===== src/rtl/modport_buffer_pkg.sv =====
// Shared types and constants for the registered two-entry stream skid buffer.
package modport_buffer_pkg;

  localparam int DATA_WIDTH_DEFAULT = 32;

  typedef struct packed {
    logic [DATA_WIDTH_DEFAULT-1:0] data;
    logic                          block;
  } beat_t;

  typedef struct packed {
    logic [DATA_WIDTH_DEFAULT-1:0] data;
    logic                          valid;
  } maybe_t;

endpackage


===== src/rtl/modport_buffer_if.sv =====
// valid/ready/block stream interface; "out" is the producer side, "in" the consumer side.
interface modport_buffer_if
  import modport_buffer_pkg::*;
#(
  parameter int DATA_WIDTH = DATA_WIDTH_DEFAULT
) ();

  logic                  valid;
  logic                  ready;
  logic [DATA_WIDTH-1:0] data;
  logic                  block;

  modport out  (output valid, output data, output block, input  ready);
  modport in   (input  valid, input  data, input  block, output ready);
  modport view (input  valid, input  data, input  block, input  ready);

endinterface


===== src/rtl/modport_buffer.sv =====
// Two-entry skid buffer: every output, including upstream ready, comes straight from a flop.
// Full throughput with no combinational path between the upstream and downstream sides.
module modport_buffer
  import modport_buffer_pkg::*;
#(
  parameter int DATA_WIDTH = DATA_WIDTH_DEFAULT
) (
  input  logic                  clk,
  input  logic                  rst,
  modport_buffer_if.in          up,
  modport_buffer_if.out         dn,
  output logic                  peek_valid,
  output logic [DATA_WIDTH-1:0] peek_data,
  output logic [1:0]            count
);

  logic                  main_v, skid_v, rdy;
  logic [DATA_WIDTH-1:0] main_d, skid_d;
  logic                  main_b, skid_b;

  logic                  main_v_n, skid_v_n;
  logic [DATA_WIDTH-1:0] main_d_n, skid_d_n;
  logic                  main_b_n, skid_b_n;

  logic up_xfer, dn_xfer;

  assign up_xfer = up.valid && rdy;
  assign dn_xfer = main_v && dn.ready;

  always_comb begin
    main_v_n = main_v;
    main_d_n = main_d;
    main_b_n = main_b;
    skid_v_n = skid_v;
    skid_d_n = skid_d;
    skid_b_n = skid_b;
    if (skid_v) begin
      // rdy is low here, so the skid entry is the only candidate for main
      if (dn_xfer) begin
        main_d_n = skid_d;
        main_b_n = skid_b;
        skid_v_n = 1'b0;
      end
    end else if (main_v && !dn_xfer) begin
      if (up_xfer) begin
        skid_v_n = 1'b1;
        skid_d_n = up.data;
        skid_b_n = up.block;
      end
    end else begin
      main_v_n = up_xfer;
      if (up_xfer) begin
        main_d_n = up.data;
        main_b_n = up.block;
      end
    end
  end

  always_ff @(posedge clk or negedge rst) begin
    if (!rst) begin
      main_v <= 1'b0;
      main_d <= '0;
      main_b <= 1'b0;
      skid_v <= 1'b0;
      skid_d <= '0;
      skid_b <= 1'b0;
      rdy    <= 1'b0;
      count  <= 2'd0;
    end else begin
      main_v <= main_v_n;
      main_d <= main_d_n;
      main_b <= main_b_n;
      skid_v <= skid_v_n;
      skid_d <= skid_d_n;
      skid_b <= skid_b_n;
      rdy    <= !skid_v_n;
      count  <= {1'b0, main_v_n} + {1'b0, skid_v_n};
    end
  end

  assign up.ready   = rdy;
  assign dn.valid   = main_v;
  assign dn.data    = main_d;
  assign dn.block   = main_b;
  assign peek_valid = main_v;
  assign peek_data  = main_d;

endmodule


===== src/flat_wrapper.sv =====
// flat-port wrapper written by rule: the top's interface ports become plain ports
module modport_buffer_flat import modport_buffer_pkg::*;
#(
  parameter int DATA_WIDTH = DATA_WIDTH_DEFAULT
)
  (clk, rst, peek_valid, peek_data, count, up_valid, up_data, up_block, up_ready, dn_valid, dn_data, dn_block, dn_ready);
  modport_buffer_if #(.DATA_WIDTH(DATA_WIDTH)) up_i ();
  modport_buffer_if #(.DATA_WIDTH(DATA_WIDTH)) dn_i ();
  input  logic clk;
  input  logic rst;
  output logic peek_valid;
  output logic [DATA_WIDTH-1:0] peek_data;
  output logic [1:0] count;
  input wire logic [$bits(up_i.valid)-1:0] up_valid;
  input wire logic [$bits(up_i.data)-1:0] up_data;
  input wire logic [$bits(up_i.block)-1:0] up_block;
  output wire logic [$bits(up_i.ready)-1:0] up_ready;
  output wire logic [$bits(dn_i.valid)-1:0] dn_valid;
  output wire logic [$bits(dn_i.data)-1:0] dn_data;
  output wire logic [$bits(dn_i.block)-1:0] dn_block;
  input wire logic [$bits(dn_i.ready)-1:0] dn_ready;
  assign up_i.valid = up_valid;
  assign up_i.data = up_data;
  assign up_i.block = up_block;
  assign up_ready = up_i.ready;
  assign dn_valid = dn_i.valid;
  assign dn_data = dn_i.data;
  assign dn_block = dn_i.block;
  assign dn_i.ready = dn_ready;
  modport_buffer #(.DATA_WIDTH(DATA_WIDTH)) u_core (.clk(clk), .rst(rst), .up(up_i), .dn(dn_i), .peek_valid(peek_valid), .peek_data(peek_data), .count(count));
endmodule

===== config.mk =====
export PLATFORM = sky130hd
export DESIGN_NAME = modport_buffer_flat
export DESIGN_NICKNAME = d
export VERILOG_FILES = /design/src/rtl/modport_buffer_pkg.sv /design/src/rtl/modport_buffer_if.sv /design/src/rtl/modport_buffer.sv /design/src/flat_wrapper.sv
export SDC_FILE = /design/constraint.sdc
export NUM_CORES = 1
export LEC_CHECK = 0
export BUFFER_PORTS_ARGS = -buffer_cell sky130_fd_sc_hd__buf_2
export CORE_MARGIN = 5
export CORE_UTILIZATION = 50
export DETAILED_ROUTE_END_ITERATION = 16
export PLACE_DENSITY = 0.79
export SYNTH_ARGS = -nofsm -noshare
export SYNTH_HDL_FRONTEND = slang
export SYNTH_SLANG_ARGS = --single-unit

===== constraint.sdc =====
create_clock -name clk -period 4.5 [get_ports clk]
set_clock_uncertainty 0.05 [all_clocks]
set_input_delay 0.45 -clock clk [delete_from_list [all_inputs] [get_ports clk]]
set_output_delay 0.45 -clock clk [all_outputs]
set_load 0.02 [all_outputs]

==> flow_results.xml <==
<?xml version="1.0" encoding="UTF-8"?>
<metrics>
  <group name="synth">
    <metric name="mappedNetlistArea" unit="um^2">3310</metric>
    <metric name="yosysUniqueCellTypes" unit="">15</metric>
    <metric name="synth_enable_flop_cells" unit="">0</metric>
    <metric name="synth_top_area_share" unit="%">53.7</metric>
    <metric name="synth_sequential_area_ratio" unit="%">53.7</metric>
    <metric name="synth_warnings" unit="">0</metric>
    <metric name="synth.largest_area_cell" unit="">sky130_fd_sc_hd__dfrtp_1</metric>
    <metric name="yosys_register_bits" unit="">71</metric>
    <metric name="synth_commonest_cells" unit="">sky130_fd_sc_hd__mux2_2 (97), sky130_fd_sc_hd__dfrtp_1 (71), sky130_fd_sc_hd__buf_4 (39)</metric>
    <metric name="mappedNetlistNets" unit="">265</metric>
    <metric name="syn-instance-count" unit="">228</metric>
    <metric name="synth_area_per_cell" unit="um^2">14.5</metric>
    <metric name="yosys.cell_count.top_type" unit="">sky130_fd_sc_hd__mux2_2</metric>
    <metric name="synth_top_flop_cell" unit="">sky130_fd_sc_hd__dfrtp_1</metric>
    <metric name="postSynth.asyncResetShare" unit="%">100</metric>
    <metric name="synth.area.top_cells" unit="">sky130_fd_sc_hd__dfrtp_1 (54%), sky130_fd_sc_hd__mux2_2 (33%), sky130_fd_sc_hd__buf_4 (8.9%)</metric>
  </group>
  <group name="power_and_ir_drop">
    <metric name="power.density_cell_area" unit="nW/um^2">828</metric>
    <metric name="p_leak" unit="uW">0.00182</metric>
    <metric name="max-vdd-ir-drop" unit="V">0.000442</metric>
  </group>
  <group name="cts">
    <metric name="ctsHoldBuffers" unit="">0</metric>
    <metric name="cts_max_path_buffers" unit="">2</metric>
    <metric name="cts-htree-levels" unit="">3</metric>
    <metric name="worst_skew_pair.late_latency" unit="ns">0.33</metric>
    <metric name="clkSinkCount" unit="">71</metric>
    <metric name="post_cts.repair.setup_buffers" unit="">0</metric>
    <metric name="count_of_cells_resized_by_post_cts_repair" unit="">0</metric>
    <metric name="cts_inserted_buffers" unit="">9</metric>
    <metric name="root_buffer" unit="">sky130_fd_sc_hd__clkbuf_8</metric>
    <metric name="clock_transition_at_the_register_clock_pins_on_the_worst_setup_and_hold_paths_after_cts" unit="ns">0.07</metric>
    <metric name="cts_tree" unit="">built</metric>
  </group>
  <group name="global_routing">
    <metric name="number_of_antenna_violations_at_the_first_check_in_global_routing" unit="">0</metric>
    <metric name="grt_util_all_layers" unit="%">15.6</metric>
    <metric name="global_route.overflow_total" unit="">0</metric>
    <metric name="grt_pass1_wl" unit="mm">10.4</metric>
    <metric name="grt_max_degree" unit="">45</metric>
    <metric name="vias_in_the_first_global_route" unit="">2110</metric>
  </group>
  <group name="drt">
    <metric name="drcViolationCount" unit="">0</metric>
    <metric name="routed_via_density" unit="">4.99</metric>
    <metric name="antenna_left" unit="">0</metric>
    <metric name="detailroute.via_count" unit="">1933</metric>
    <metric name="detailedRoute.firstIterationViolations" unit="">69</metric>
    <metric name="first_pass_iters" unit="">3</metric>
    <metric name="post_drt_wl_per_cell" unit="um">15.9</metric>
    <metric name="totalWireLength" unit="mm">6.16</metric>
  </group>
  <group name="place">
    <metric name="placement.io_buffers" unit="">106</metric>
    <metric name="detailedPlacementHpwl" unit="mm">4.47</metric>
    <metric name="routabilityCongestion" unit="">0.706</metric>
    <metric name="place_worst_setup_slack" unit="ns">1.64</metric>
  </group>
  <group name="cells_and_area">
    <metric name="area_delta_synth_final" unit="%">17.2</metric>
    <metric name="fill_cells" unit="">513</metric>
    <metric name="final_layout_size_suffix_gt1_share" unit="%">72.6</metric>
    <metric name="n_antenna_cell" unit="">0</metric>
    <metric name="nNetsFinal" unit="">342</metric>
  </group>
  <group name="setup_path">
    <metric name="critPathRequiredTime" unit="ns">4.66</metric>
    <metric name="cp-start-kind" unit="">flop</metric>
    <metric name="crit_path_start" unit="">u_core.skid_v</metric>
    <metric name="cp_max_fo" unit="">40</metric>
    <metric name="arrival" unit="ns">2.98</metric>
    <metric name="timing.critical_path.slowest_cell_delay" unit="ns">0.95</metric>
    <metric name="crit_path_cell_trace" unit="">a21oi_1 &gt; nor3_4 &gt; buf_4 &gt; mux2_2</metric>
    <metric name="setup.reg_to_reg.worst_slack" unit="ns">1.69</metric>
    <metric name="critPathCaptureType" unit="">flop</metric>
    <metric name="critical_path.reg2reg.startpoint" unit="">u_core.skid_v</metric>
    <metric name="slowest_stage" unit="">sky130_fd_sc_hd__dfrtp_2</metric>
    <metric name="setup.worst_path.class" unit="">reg -&gt; reg</metric>
  </group>
  <group name="floorplan">
    <metric name="initial_core_util" unit="%">51.8</metric>
    <metric name="core_area" unit="um^2">6390</metric>
    <metric name="fp.dieW" unit="um">91.3</metric>
    <metric name="die-area" unit="um^2">8340</metric>
    <metric name="boundaryPins" unit="">107</metric>
    <metric name="row_count" unit="">29</metric>
    <metric name="chipHeight" unit="um">91.3</metric>
  </group>
  <group name="timing">
    <metric name="final_worst_path_period_share" unit="%">62.5</metric>
    <metric name="finalSetupTns" unit="ns">0</metric>
    <metric name="worst_slew_pin_slew" unit="ns">0.947</metric>
    <metric name="achievable-frequency" unit="MHz">355</metric>
    <metric name="report.final.slew_viol_count" unit="">0</metric>
    <metric name="min_period" unit="ns">2.81</metric>
    <metric name="max-slew-margin-rel" unit="%">36.9</metric>
    <metric name="holdWs" unit="ns">0.210</metric>
    <metric name="timing.final.ws_setup" unit="ns">1.69</metric>
    <metric name="rsz0062_at_grt" unit="">no</metric>
    <metric name="finalSetupViolCount" unit="">0</metric>
    <metric name="hold_violations" unit="">0</metric>
  </group>
  <group name="outcome">
    <metric name="status" unit="">complete, no violations</metric>
  </group>
  <group name="run">
    <metric name="cap_violations" unit="">0</metric>
  </group>
  <group name="hold_path">
    <metric name="type_of_the_tightest_min_delay_check" unit="">in -&gt; async</metric>
  </group>
</metrics>
==> kinds of logic after synthesis <==
family | after synthesis | synth area share, %
mux | 99 | 33.7
flops | 71 | 53.7
buf+inv | 44 | 9.57
simple gates | 8 | 1.89
compound gates | 5 | 0.832
xor+xnor | 1 | 0.265
==> per-layer routing <==
| metal | vias up | wire [um] | share of wire [%] | track usage (%) |
|---|---|---|---|---|
| met1 | 945 | 2730 | 44 | 20.2 |
| met4 | 0 | 85 | 1.4 | 6.23 |
| li1 | 916 | - | - | - |
| met2 | 63 | 2900 | 47 | 24.2 |
| met3 | 9 | 444 | 7.2 | 5.45 |
| met5 | - | 0 | 0 | 0 |
==> state kept, by name (all words and copies together), names as in the netlist, named ones only <==
name,flops
u_core.count,2
u_core.dn.block,1
u_core.dn.data,32
u_core.skid_b,1
u_core.skid_d,32
u_core.skid_v,1
u_core.up.ready,1
==> path summary, 6_finish.rpt <==
| path | end | cells after the start |
|---|---|---|
| max | u_core.dn.data[11] | 4 |
| min | u_core.skid_d[1] | 1 |
| max reg2reg | u_core.dn.data[11] | 4 |
| min reg2reg | u_core.skid_d[22] | 1 |
| max in group asynchronous | u_core.dn.data[5] | 2 |
| min in group clk | u_core.skid_d[8] | 2 |
==> critical path, delay by kind of cell, from the launching register on <==
kind,cells,cell delay [ns]
compound gates,1,0.25
buf+inv,1,0.40
flops,1,0.95
mux,1,0.37
simple gates,1,0.65
==> per-stage QoR <==
stage,cells,utilization (%),instance area [um^2],total power (uW)
after floorplan,228,-,3310,2410
after global placement,371,57.1,3640,2630
after detailed placement,371,57.1,3640,2680
after CTS,387,60.7,3880,3250
after global routing,387,60.7,3880,3420
final,387,60.7,3880,3210
==> area by class of cell <==
class                      instances  area [um^2]  share of cell area, %
sequential                        71         1780                   45.9
multi-input combinational        113         1210                   31.3
timing repair buffer             109          553                   14.3
clock buffer                      11          151                   3.91
tap                               77         96.3                   2.49
clock inverter                     5         80.1                   2.07
inverter                           1         3.75                 0.0968
==> where the power goes <==
| group | internal (uW) | total (uW) | switching [uW] | leakage, uW |
|---|---|---|---|---|
| Sequential | 965 | 1200 | 237 | 0.000843 |
| Combinational | 679 | 1430 | 754 | 0.000867 |
| Clock | 341 | 573 | 231 | 0.000112 |
==> cell usage in the layout, fill, tap and decap left out <==
master                       netlist  routed
sky130_fd_sc_hd__clkinv_2          0       1
sky130_fd_sc_hd__mux2_2           97      97
sky130_fd_sc_hd__nand2b_1          1       1
sky130_fd_sc_hd__mux2_1            2       2
sky130_fd_sc_hd__nand2_1           2       2
sky130_fd_sc_hd__buf_2             4     106
sky130_fd_sc_hd__o21ai_0           2       2
sky130_fd_sc_hd__nor2b_1           2       2
sky130_fd_sc_hd__xnor2_1           1       1
sky130_fd_sc_hd__dfrtp_2           0       1
sky130_fd_sc_hd__clkinvlp_4        0       2
sky130_fd_sc_hd__nor2_1            1       1
sky130_fd_sc_hd__a21oi_1           2       2
sky130_fd_sc_hd__dfrtp_1          71      70
sky130_fd_sc_hd__inv_1             1       1
sky130_fd_sc_hd__bufinv_16         0       2
sky130_fd_sc_hd__nor3_4            2       2
sky130_fd_sc_hd__buf_4            39       3
sky130_fd_sc_hd__a21o_1            1       1
sky130_fd_sc_hd__clkbuf_8          0      11
Power figures use the tool's default switching activity.
